[config.mk]
export PLATFORM = sky130hd
export DESIGN_NAME = seven_seg_scan_mux
export DESIGN_NICKNAME = d
export VERILOG_FILES = /design/src/rtl/seven_seg_scan_mux.sv
export SDC_FILE = /design/constraint.sdc
export NUM_CORES = 1
export LEC_CHECK = 0
export ABC_CLOCK_PERIOD_IN_PS = 3500
export CAP_MARGIN = 20
export CORE_UTILIZATION = 50
export DETAILED_ROUTE_END_ITERATION = 16
export PLACE_DENSITY = 0.76
export SLEW_MARGIN = 5
export SYNTH_ARGS = -nofsm -noshare
export SYNTH_HDL_FRONTEND = slang
export SYNTH_SLANG_ARGS = --single-unit
[constraint.sdc]
create_clock -name CLK -period 3.5 [get_ports CLK]
set_input_delay 0.7 -clock CLK [delete_from_list [all_inputs] [get_ports CLK]]
set_output_delay 0.7 -clock CLK [all_outputs]
set_load 0.01 [all_outputs]
[src/rtl/seven_seg_scan_mux.sv]
// Time-multiplexed common-anode seven-segment driver with a frame-boundary-reloaded digit buffer.
// Optional leading-zero blanking is enabled by defining SEVENSEG_LZ_BLANK_EN.
module seven_seg_scan_mux #(
  parameter int unsigned NUM_DIGITS  = 4,
  parameter int unsigned REFRESH_DIV = 100000
) (
  input  logic                    CLK,
  input  logic                    RESET,
  input  logic                    ENABLE,
  input  logic [5*NUM_DIGITS-1:0] DIGITS_IN,
  output logic [NUM_DIGITS-1:0]   SEG_SELECT_OUT,
  output logic [7:0]              HEX_OUT,
  output logic                    SCAN_TICK
);

  localparam int unsigned IDX_W = (NUM_DIGITS > 1) ? $clog2(NUM_DIGITS) : 1;
  localparam int unsigned CNT_W = (REFRESH_DIV > 1) ? $clog2(REFRESH_DIV) : 1;
  localparam int unsigned BUF_W = 5 * NUM_DIGITS;
  localparam logic [CNT_W-1:0] CNT_LAST = CNT_W'(REFRESH_DIV - 1);
  localparam logic [IDX_W-1:0] IDX_LAST = IDX_W'(NUM_DIGITS - 1);

  logic [CNT_W-1:0]      cnt_q, cnt_d;
  logic [IDX_W-1:0]      idx_q, idx_d;
  logic [BUF_W-1:0]      buf_q, buf_d;
  logic                  load_pend_q, load_pend_d;
  logic                  adv_q, adv_d;
  logic                  tick_out_q, tick_out_d;
  logic [NUM_DIGITS-1:0] sel_q, sel_d;
  logic [7:0]            hex_q, hex_d;

  logic                  tick_c;
  logic [BUF_W-1:0]      src_c;
  logic [4:0]            cur_c;
  logic                  cur_blank_c;
  logic [NUM_DIGITS-1:0] blank_c;

  // Active-low {g,f,e,d,c,b,a} pattern for a hex value
  function automatic logic [6:0] decode7(input logic [3:0] v);
    logic [6:0] s;
    case (v)
      4'h0: s = 7'b1000000;
      4'h1: s = 7'b1111001;
      4'h2: s = 7'b0100100;
      4'h3: s = 7'b0110000;
      4'h4: s = 7'b0011001;
      4'h5: s = 7'b0010010;
      4'h6: s = 7'b0000010;
      4'h7: s = 7'b1111000;
      4'h8: s = 7'b0000000;
      4'h9: s = 7'b0010000;
      4'hA: s = 7'b0001000;
      4'hB: s = 7'b0000011;
      4'hC: s = 7'b1000110;
      4'hD: s = 7'b0100001;
      4'hE: s = 7'b0000110;
      default: s = 7'b0001110;
    endcase
    return s;
  endfunction

  // The first enabled cycle displays straight from the input, since the buffer loads on that same edge
  assign src_c = load_pend_q ? DIGITS_IN : buf_q;

`ifdef SEVENSEG_LZ_BLANK_EN
  logic lz_run_c;

  // A digit is blanked while it and every more significant digit are zero; digit 0 always shows
  always_comb begin
    blank_c  = '0;
    lz_run_c = 1'b1;
    for (int k = int'(NUM_DIGITS) - 1; k >= 1; k--) begin
      lz_run_c   = lz_run_c && (src_c[5*k +: 4] == 4'h0);
      blank_c[k] = lz_run_c;
    end
  end
`else
  assign blank_c = '0;
`endif

  always_comb begin
    cnt_d       = cnt_q;
    idx_d       = idx_q;
    buf_d       = buf_q;
    load_pend_d = load_pend_q;
    adv_d       = 1'b0;
    tick_out_d  = adv_q;
    sel_d       = '1;
    hex_d       = 8'hFF;
    tick_c      = 1'b0;
    cur_c       = '0;
    cur_blank_c = 1'b0;

    for (int k = 0; k < int'(NUM_DIGITS); k++) begin
      if (idx_q == IDX_W'(k)) begin
        cur_c       = src_c[5*k +: 5];
        cur_blank_c = blank_c[k];
      end
    end

    if (ENABLE) begin
      tick_c      = (cnt_q == CNT_LAST);
      adv_d       = tick_c;
      load_pend_d = 1'b0;
      cnt_d       = tick_c ? '0 : cnt_q + CNT_W'(1);
      if (tick_c) begin
        idx_d = (idx_q == IDX_LAST) ? '0 : idx_q + IDX_W'(1);
      end
      if (load_pend_q || (tick_c && (idx_q == IDX_LAST))) begin
        buf_d = DIGITS_IN;
      end
      for (int k = 0; k < int'(NUM_DIGITS); k++) begin
        sel_d[k] = (idx_q != IDX_W'(k));
      end
      hex_d = {~cur_c[4], cur_blank_c ? 7'h7F : decode7(cur_c[3:0])};
    end
  end

  always_ff @(posedge CLK) begin
    if (RESET) begin
      cnt_q       <= '0;
      idx_q       <= '0;
      buf_q       <= '0;
      load_pend_q <= 1'b1;
      adv_q       <= 1'b0;
      tick_out_q  <= 1'b0;
      sel_q       <= '1;
      hex_q       <= 8'hFF;
    end else begin
      cnt_q       <= cnt_d;
      idx_q       <= idx_d;
      buf_q       <= buf_d;
      load_pend_q <= load_pend_d;
      adv_q       <= adv_d;
      tick_out_q  <= tick_out_d;
      sel_q       <= sel_d;
      hex_q       <= hex_d;
    end
  end

  assign SEG_SELECT_OUT = sel_q;
  assign HEX_OUT        = hex_q;
  assign SCAN_TICK      = tick_out_q;

endmodule

# Word level (Yosys, flattened, before mapping)
# Memories as Yosys holds them, arrays and structs flattened. A register that Yosys moved wholly into a read port is not among the register bits.
# Index checks and enable logic that the tools add are counted.
[totals]
regBits = 54
latchBits = 0
ramBits = 0
romBits = 112
wordCells = 34
n_memories = 1
[classes]
n_addsub = 2
mul = 0
div_mod_pow = 0
n_lt_le_gt_ge = 0
eq_ne = 7
shifts = 0
n_mux = 7
bitwise = 2
reduce_logical = 7
[memory_table]
columns = ["memory", "words", "word_bits", "rd", "rd_ports_with_merged_regs", "write_ports", "line", "text"]
rows = [
  ["(no name shown)", 16, 7, 1, 1, 0, "40", "case (v)"],
]
[op_table]
columns = ["op", "n"]
rows = [
  ["$mux W20", 1],
  ["$mux W5", 4],
  ["$add A17 B1 Y17 const B", 1],
  ["$eq A17 B17 Y1 const B", 1],
  ["$mux W17", 1],
  ["$eq A2 B2 Y1 const B", 2],
  ["$ne A2 B2 Y1 const B", 2],
  ["$reduce_and A2 Y1", 2],
  ["$add A2 B1 Y2 const B", 1],
  ["$eq A2 B1 Y1 const B", 1],
  ["$logic_not A2 Y1", 1],
  ["$mux W2", 1],
  ["$ne A2 B1 Y1 const B", 1],
  ["$not A1 Y1", 2],
  ["$reduce_bool A2 Y1", 1],
  ["$reduce_or A2 Y1", 1],
  ["$logic_and A1 B1 Y1", 1],
  ["$logic_or A1 B1 Y1", 1],
]

# Longest topological paths before layout
# Gate-level depths: netlist (run 1).
[depth]
depth_word = 6
depth_mapped = 12
ltp_nobuf = 11

# Least setup slack after synthesis (run 1)
# OpenSTA, ideal clock, no wires.
[synth_path]
path_type = "reg2reg"
start = "register idx_q[0]"
end = "register hex_q[3], in the netlist HEX_OUT[3]"
setup_time_ns = 0.120
arrival_time_ns = 2.622
required_time_ns = 3.380
path_slack_ns = 0.758
path_stages_with_launch = 9
path_buffers = 1
synth_period_minus_slack_ns = 2.742
path_cell_list = "dfxtp_1 -> ha_1 -> clkbuf_1 -> or2_2 -> o31ai_1 -> inv_1 -> ha_1 -> mux4_2 -> or2_1"
[synth_via]
elab_chain_cells = 5
word_cells_on_any_way = 8
classes_between = "eq/ne (3); mux (4); reduce/logical (1)"
[synth_rtl]
columns = ["item", "line", "text"]
rows = [
  ["start: declaration", "23", "logic [IDX_W-1:0] idx_q, idx_d;"],
  ["start signal: assignment", "130", "idx_q <= idx_d;"],
  ["$logic_not A2 Y1", "94", "if (idx_q == IDX_W'(k)) begin"],
  ["$mux W5 (3 in a row)", "94", ""],
  ["$mux W5 (*)", "94", ""],
  ["end: declaration", "29", "logic [7:0] hex_q, hex_d;"],
]
# Mark *: on every way between the ends. The rest lies on a longest branch, timed or not.
# A chain may end at the register's enable or synchronous reset.

# Worst setup path in the final report (run 1)
[layout_path]
start = "input DIGITS_IN[16]"
end = "register hex_q[3], in the netlist HEX_OUT[3]"
[layout_via]
elab_chain_cells = 2
[layout_rtl]
columns = ["item", "line", "text"]
rows = [
  ["start: declaration", "10", "input logic [5*NUM_DIGITS-1:0] DIGITS_IN,"],
  ["$mux W20", "62", "assign src_c = load_pend_q ? DIGITS_IN : buf_q;"],
  ["$mux W5", "94", ""],
]
# No other way between the ends.

==> results of run 1 <==
-- cells by family after synthesis --
logic type      after synthesis  synth area share (%)
simple gates                100                  19.3
compound gates               71                  15.4
fa+ha+maj                    11                  5.12
flops                        54                  40.2
xor+xnor                     16                  5.21
mux                          23                  9.17
buf+inv                      31                  5.54
-- power groups by stage --
stage               clock [uW]  sequential (uW)  combinational (uW)
floorplan                    0              663                 116
global placement             0              661                 178
detailed placement           0              662                 180
CTS                        423              648                 181
global route               451              651                 200
finish                     414              648                 182
-- per-layer routing --
layer,track usage [%],wire (um),vias to the layer above
li1,-,-,1129
met1,28.9,2740,1058
met2,34.4,2620,56
met3,3.57,199,4
met4,6.79,57,0
met5,0,0,-
-- cells in the mapped netlist, types with 3 or more instances --
library cell,instances
a31oi_1,4
and4_1,3
mux2_2,3
xor2_1,6
nand2b_1,4
dfxtp_1,54
nand2_1,16
xnor2_1,10
ha_1,11
inv_1,10
nand3_1,24
clkbuf_1,12
buf_4,6
a21oi_1,27
o21ai_0,23
mux2i_1,19
nor2_1,30
nand4_1,4
-- area by class of cell --
class	count	area share, %
flip-flops and latches	54	34.1
clock buffers	6	2.29
multi-input cells	221	46.0
clock inverters	2	1.18
inverters	10	1.18
well taps	70	2.76
repair buffers	41	12.5
-- flip-flops by register name (all words and copies together), names as in the netlist --
name / flops
HEX_OUT: 8
SCAN_TICK: 1
SEG_SELECT_OUT: 4
adv_q: 1
buf_q: 20
cnt_q: 17
idx_q: 2
load_pend_q: 1
-- how the worst max path moves through the flow --
stage,start,cells past startpoint,slack (ps),end
after floorplan,idx_q[0]$_SDFFE_PP0P_,8,760,HEX_OUT[3]$_SDFF_PP1_
after global placement,DIGITS_IN[16],8,350,HEX_OUT[3]$_SDFF_PP1_
after detailed placement,DIGITS_IN[16],8,300,HEX_OUT[3]$_SDFF_PP1_
after CTS,DIGITS_IN[16],8,620,HEX_OUT[3]$_SDFF_PP1_
after global routing,DIGITS_IN[16],8,490,HEX_OUT[3]$_SDFF_PP1_
final,DIGITS_IN[16],8,600,HEX_OUT[3]$_SDFF_PP1_
-- stage by stage --
| stage | power (uW) | hold slack (ps) | cell area (um2) |
|---|---|---|---|
| floorplan | 779 | 414 | 2690 |
| global placement | 839 | 418 | 3060 |
| detailed placement | 842 | 420 | 3060 |
| CTS | 1250 | 443 | 3170 |
| global route | 1300 | 463 | 3170 |
| finish | 1240 | 440 | 3170 |
==> run metrics, run 1 <==
cts repair resizes 0; dpl cells approximately 400; Arrival @ worst endpoint roughly 3100 ps; fin worst setup slack ~600 ps; dominant cell type by area after synthesis dfxtp_1; sequential share of power a little over half; Async S/R FF share, synth 0%; Hold Vio Cnt, Final 0; Hold Crit Class reg -> reg; EDFF count, synth 0; DRC 0; Cell Area, Synth between 2000 and 3000 um2; multi-input logic area approximately 1500 um2; Port-buffer cells 35; Root Driver clkbuf_8; cells on worst reg2reg path 9; final setup fails 0; net switching power a little over 300 uW; top post-synthesis cells by area dfxtp_1 40%, mux2i_1 7.1%, ha_1 5.1%; Worst setup SP type input pin; Setup crit end kind register; Bufs on Longest Clock Path 2; Skew-Pair Late Insertion Delay between 300 and 400 ps; Antenna diodes 0; antenna violations before repair 0; CTS sink cnt 54; Vias/cell between 5 and 6; CTS tree yes; commonest non-fill, non-tap cell in the layout dfxtp_1; syn_area_per_cell 8.79 um2; worst reg2reg path startpoint idx_q[0]$_SDFFE_PP0P_; Most used DFF post-synth dfxtp_1; Hold Crit Endpoint SCAN_TICK$_SDFF_PP0_; Max-slew headroom 56.2%; Layout Cells excl Fill around 400; Yosys cell types 47; layout cell share with drive strength beyond 1 6.59%; sequential share of the synthesized area about 40%; critical path class in -> reg; Fill cells 479; critical path's slowest cell mux4_2; routed wire length around 5600 um; hold_buf cts 0; most frequent cells in the layout 54 x dfxtp_1, 35 x clkdlybuf4s50_1, 30 x nor2_1; slew of the pin with the lowest slew margin roughly 660 ps; hold_sp adv_q$_SDFF_PP0_; syn_nets 340; crit path cell chain clkdlybuf4s50_1 -> mux2_2 -> a22o_1 -> a21oi_1 -> inv_1 -> ha_1 -> mux4_2 -> or2_1; setup slack, reg-to-reg about 700 ps; Reg clk slew, reported paths around 90 ps; Slew Limit Fails 0; Reg area ~1100 um2; Crit path largest cell delay approximately 440 ps; hold path depth 1; Pre-antenna DRT Iters 4; CP bufs+invs 2; postcts setup bufs 0; Final Core Density between 60 and 70%; Gate power share 14.6%; Peak VDD IR roughly 0.00025 V; Layout Nets approximately 370; unrepaired setup endpoints after global routing false; largest fanout on the critical path 6; H-tree depth 2; Post-DRT Antenna Nets 0; leakage 0.00124 uW; vias in the first global route between 1500 and 2000; DP HPWL about 3800 um; part of the cycle the worst path needs between 80% and 90%; Cell Pwr Density around 400 nW/um2; All-Layer GR Usage a little over a fifth; Initial Util between 50% and 60%; GP Congestion 0.780; CTS buffer count 5; Mapped Cells a little over 300; DR WL/cell 13.9 um; CORE AREA 5140 um2; maximum clock frequency roughly 340 MHz; Setup WS pre-CTS between 200 and 300 ps; post-route minimum period about 2900 ps; first-pass GRT wire length slightly above 9000 um; Synthesis Warnings 0; top-area cell type share of the netlist area 40.2%; worst r2r dst HEX_OUT[3]$_SDFF_PP1_; Worst path top cell family by delay multiplexers; status finished clean; cell row count 26; switching share of power around 25%; die footprint roughly 5700 um2; skew final ~11 ps; Remaining Overflow, GRT 0; DRT iter0 DRCs about 140; MaxCap Viol Count 0; Die Y 75.3 um; Yosys reg bits 54; die width ~75 um; setup_tns 0 ps; part of the power in the clock network between 30% and 40%; Vias about 2200; largest net degree at the start of global routing 29; Syn-to-layout area delta 17.9%; I/O pin count 36; CP Data Required Time 3700 ps; internal power between 900 and 1000 uW
Power figures use the tool's default switching activity.
==> inputs of run 2 (changes only) <==
--- a/config.mk
+++ b/config.mk
@@ -5,7 +5,7 @@
 export SDC_FILE = /design/constraint.sdc
 export NUM_CORES = 1
 export LEC_CHECK = 0
-export ABC_CLOCK_PERIOD_IN_PS = 3500
+export ABC_CLOCK_PERIOD_IN_PS = 2850
 export CAP_MARGIN = 20
 export CORE_UTILIZATION = 50
 export DETAILED_ROUTE_END_ITERATION = 16
==> constraint.sdc (replaced) <==
create_clock -name CLK -period 2.85 [get_ports CLK]
set_input_delay 0.57 -clock CLK [delete_from_list [all_inputs] [get_ports CLK]]
set_output_delay 0.57 -clock CLK [all_outputs]
set_load 0.01 [all_outputs]
==> run metrics, run 2 (synthesis results as in run 1) <==
Hold Crit Class reg -> reg; CORE AREA about 5000 um2; Port-buffer cells 35; sequential share of power a little over half; Crit path largest cell delay ~460 ps; Setup crit end kind register; part of the cycle the worst path needs ~92%; DRC 0; antenna violations before repair 0; Initial Util between 50 and 60%; Layout Nets roughly 370; critical path class reg -> reg; vias in the first global route just over 2000; Worst setup SP type register; hold_buf cts 0; DR WL/cell about 14 um; Vias/cell 5.49; DP HPWL around 4100 um; cts repair resizes 0; final setup fails 0; net switching power approximately 370 uW; Skew-Pair Late Insertion Delay ~300 ps; Antenna diodes 0; Max-slew headroom between 50% and 60%; Vias 2249; Arrival @ worst endpoint approximately 2800 ps; layout cell share with drive strength beyond 1 around 8%; H-tree depth 2; slew of the pin with the lowest slew margin 682 ps; setup_tns 0 ps; die footprint 5670 um2; CTS buffer count 5; most frequent cells in the layout 54 x dfxtp_1, 35 x clkdlybuf4s50_1, 30 x nor2_1; max reg flops 20; Slew Limit Fails 0; cells on worst reg2reg path 8; Gate power share 16.0%; largest fanout on the critical path 6; dpl cells about 400; Bufs on Longest Clock Path 2; hold path depth 1; skew final 8.54 ps; leakage about 0.0013 uW; routed wire length roughly 5800 um; postcts setup bufs 0; commonest non-fill, non-tap cell in the layout dfxtp_1; critical path's slowest cell mux4_2; crit path cell chain inv_1 -> ha_1 -> or2_2 -> o31ai_1 -> inv_1 -> ha_1 -> mux4_2 -> or2_1; All-Layer GR Usage about 22%; first-pass GRT wire length 9480 um; die width roughly 75 um; cell row count 26; status finished clean; unrepaired setup endpoints after global routing false; Pre-antenna DRT Iters 4; CP Data Required Time about 3000 ps; Die Y ~75 um; GP Congestion around 0.86; Layout Cells excl Fill a little over 400; DRT iter0 DRCs around 110; largest net degree at the start of global routing 26; part of the power in the clock network about 30%; Hold Vio Cnt, Final 0; maximum clock frequency 381 MHz; Root Driver clkbuf_8; Syn-to-layout area delta 19.0%; Peak VDD IR just under 0.0003 V; Fill cells approximately 510; internal power 1090 uW; Post-DRT Antenna Nets 0; CTS sink cnt 54; Remaining Overflow, GRT 0; CTS tree yes; I/O pin count 36; MaxCap Viol Count 0; switching share of power about a quarter; post-route minimum period around 2600 ps; Cell Pwr Density 458 nW/um2; Reg clk slew, reported paths 90 ps; Most flops, register buf_q
## run 2: cell count changes in the layout (fill, tap and decap cells not counted)
cell        previous run  this run
buf_4                  6        11
buf_6                  0         1
bufinv_16              1         0
clkbuf_8               5         6
clkinv_2               0         1
clkinvlp_4             1         0
## run 2: critical path: cells and delay by family (launching register included)
kind,cells,cell delay [ps]
adder cells (fa/ha/maj),2,510
AO/OA/AOI/OAI,1,400
flip-flops,1,400
AND/OR/NAND/NOR,2,530
multiplexers,1,460
buffers and inverters,2,240
## run 2: metrics by stage
stage / util (%) / hold slack (ps) / cell area [um2] / total power [uW] / setup slack, ps
floorplan: - / 414 / 2690 / 957 / 108
global placement: 60.3 / 419 / 3100 / 1040 / 74.1
detailed placement: 60.5 / 424 / 3110 / 1050 / 29.4
CTS: 62.3 / 444 / 3200 / 1480 / 224
global route: 62.3 / 474 / 3200 / 1540 / 81.2
finish: 62.3 / 438 / 3200 / 1460 / 222
## run 2: final timing paths
path	startpoint	end	slack (ps)
worst max-delay path	idx_q[0]$_SDFFE_PP0P_	HEX_OUT[3]$_SDFF_PP1_	220
worst max register to register	idx_q[0]$_SDFFE_PP0P_	HEX_OUT[3]$_SDFF_PP1_	220
worst min register to register	adv_q$_SDFF_PP0_	SCAN_TICK$_SDFF_PP0_	440
worst min-delay path	adv_q$_SDFF_PP0_	SCAN_TICK$_SDFF_PP0_	440
## run 2: cell type report
| type | count | area, um2 | share of cell area (%) |
|---|---|---|---|
| clock buffers | 7 | 86.3 | 2.70 |
| clock inverters | 1 | 5.00 | 0.156 |
| inverters | 10 | 37.5 | 1.17 |
| multi-input cells | 221 | 1460 | 45.6 |
| flip-flops and latches | 54 | 1080 | 33.8 |
| well taps | 70 | 87.6 | 2.74 |
| repair buffers | 47 | 444 | 13.9 |
## run 2: power groups by stage
stage / combinational [uW] / clock, uW / sequential (uW)
2_1_floorplan: 142 / 0 / 815
5_1_grt: 257 / 487 / 801
3_5_place_dp: 233 / 0 / 814
4_1_cts: 234 / 449 / 797
3_3_place_gp: 226 / 0 / 813
6_report: 234 / 434 / 796
## run 2: layer usage
metal | wire length [um] | GRT usage (%) | share of wire, %
met1 | 2690 | 30.0 | 47
met4 | 76 | 6.38 | 1.3
met5 | 0 | 0 | 0
met3 | 228 | 4.76 | 4.0
met2 | 2760 | 35.8 | 48
==> inputs of run 3 (changes only) <==
--- a/config.mk
+++ b/config.mk
@@ -7,6 +7,7 @@
 export LEC_CHECK = 0
 export ABC_CLOCK_PERIOD_IN_PS = 2850
 export CAP_MARGIN = 20
+export CORE_MARGIN = 3
 export CORE_UTILIZATION = 50
 export DETAILED_ROUTE_END_ITERATION = 16
 export PLACE_DENSITY = 0.76
==> run metrics, run 3 (synthesis results as in run 1) <==
CTS tree yes; setup slack, reg-to-reg roughly 270 ps; Worst setup SP type register; Pre-antenna DRT Iters 4; Post-DRT Antenna Nets 0; leakage about 0.0013 uW; Root Driver clkbuf_8; max reg flops 20; Layout Cells excl Fill a little over 400; first-pass GRT wire length 9570 um; Final Instance Area about 3200 um2; CP bufs+invs 3; Port-buffer cells 35; cells on worst reg2reg path 10; Cell Pwr Density 447 nW/um2; part of the cycle the worst path needs between 90% and 100%; Die Y a little under 80 um; H-tree depth 2; Most flops, register buf_q; setup_tns 0 ps; Vias/cell 5.44; MaxCap Viol Count 0; worst r2r dst HEX_OUT[3]$_SDFF_PP1_; dpl cells around 410; Slew Limit Fails 0; layout cell share with drive strength beyond 1 under 10%; postcts setup bufs 0; critical path class reg -> reg; CTS buffer count 5; die width 79.3 um; CORE AREA slightly above 5000 um2; Arrival @ worst endpoint ~2800 ps; Worst path top cell family by delay adder cells; routed wire length 5760 um; critical path's slowest cell mux4_2; antenna violations before repair 0; CTS sink cnt between 50 and 60; Peak VDD IR roughly 0.00022 V; Syn-to-layout area delta 19.5%; Setup crit end kind register; hold_buf cts 0; final setup fails 0; Remaining Overflow, GRT 0; unrepaired setup endpoints after global routing false; Reg clk slew, reported paths 90 ps; crit path cell chain inv_1 -> ha_1 -> nand3b_1 -> a32oi_1 -> a21oi_1 -> buf_4 -> ha_1 -> inv_1 -> mux4_2 -> or2_1; vias in the first global route 2047; post-route minimum period about 2600 ps; Pwr Total about 1400 uW; Vias between 2000 and 2500; worst reg2reg path startpoint idx_q[1]$_SDFFE_PP0P_; Skew-Pair Late Insertion Delay roughly 300 ps; CP Data Required Time just over 3000 ps; DRT iter0 DRCs 98; status finished clean; largest net degree at the start of global routing 26; Hold Crit Endpoint SCAN_TICK$_SDFF_PP0_; Max-slew headroom about two fifths; I/O pin count 36; DR WL/cell between 10 and 15 um; DRC 0; Layout Nets 377; Initial Util a little over half; Hold Vio Cnt, Final 0; DP HPWL about 4200 um; slew of the pin with the lowest slew margin approximately 870 ps; Cell Area, Placed approximately 3100 um2; die footprint roughly 6300 um2; commonest non-fill, non-tap cell in the layout dfxtp_1; All-Layer GR Usage between 10% and 20%; Fill cells between 400 and 500; Hold Crit Class reg -> reg; Bufs on Longest Clock Path 2; largest fanout on the critical path 7; maximum clock frequency 388 MHz; stages on the worst setup path 10; most frequent cells in the layout 54 x dfxtp_1, 35 x clkdlybuf4s50_1, 30 x nor2_1; GP Congestion 0.839; cts repair resizes 0; skew final roughly 11 ps; hold_sp adv_q$_SDFF_PP0_; Crit path largest cell delay between 400 and 500 ps; Antenna diodes 0; hold path depth 1; cell row count 26
-- run 3: worst register-to-register path, cell delays in order (launching register included) --
cell	delay [ps]
dfxtp_1	380
inv_1	70
ha_1	270
nand3b_1	190
a32oi_1	270
a21oi_1	160
buf_4	180
ha_1	290
inv_1	40
mux4_2	430
or2_1	210
-- run 3: worst max-delay path by stage --
stage	slack, ps	from	endpoint
2_1_floorplan	110	idx_q[0]$_SDFFE_PP0P_	HEX_OUT[3]$_SDFF_PP1_
3_3_place_gp	70	DIGITS_IN[1]	HEX_OUT[3]$_SDFF_PP1_
3_5_place_dp	30	DIGITS_IN[16]	HEX_OUT[3]$_SDFF_PP1_
4_1_cts	280	idx_q[1]$_SDFFE_PP0P_	HEX_OUT[3]$_SDFF_PP1_
5_1_grt	130	idx_q[0]$_SDFFE_PP0P_	HEX_OUT[3]$_SDFF_PP1_
6_report	270	idx_q[1]$_SDFFE_PP0P_	HEX_OUT[3]$_SDFF_PP1_
-- run 3: area by class of cell --
| cell class | instances | area (um2) | share of cell area (%) |
|---|---|---|---|
| clock buffer | 7 | 76.3 | 2.38 |
| inverter | 10 | 37.5 | 1.17 |
| multi-input combinational | 221 | 1460 | 45.4 |
| sequential | 54 | 1080 | 33.7 |
| tap | 70 | 87.6 | 2.73 |
| timing repair buffer | 51 | 470 | 14.6 |
-- run 3: report_power, final --
group	leakage [uW]	switching [uW]	internal, uW
Sequential	0.000441	12.2	783
Clock	0.0000383	233	170
Combinational	0.000793	120	118
Total	0.00127	366	1070
-- run 3: per-layer routing --
| metal | part of all wire, % | vias up | GRT usage (%) |
|---|---|---|---|
| li1 | - | 1146 | - |
| met1 | 47 | 1053 | 24.9 |
| met2 | 47 | 45 | 32.0 |
| met3 | 5.0 | 4 | 4.31 |
| met4 | 0.78 | 0 | 4.64 |
| met5 | 0 | - | 0 |
-- run 3: stage by stage --
stage               hold slack [ps]  worst slack (ps)  util (%)
floorplan                       414               108         -
global placement                426              74.6      61.0
detailed placement              440              26.4      61.0
CTS                             458               276      62.5
global route                    469               133      62.5
finish                          450               270      62.5
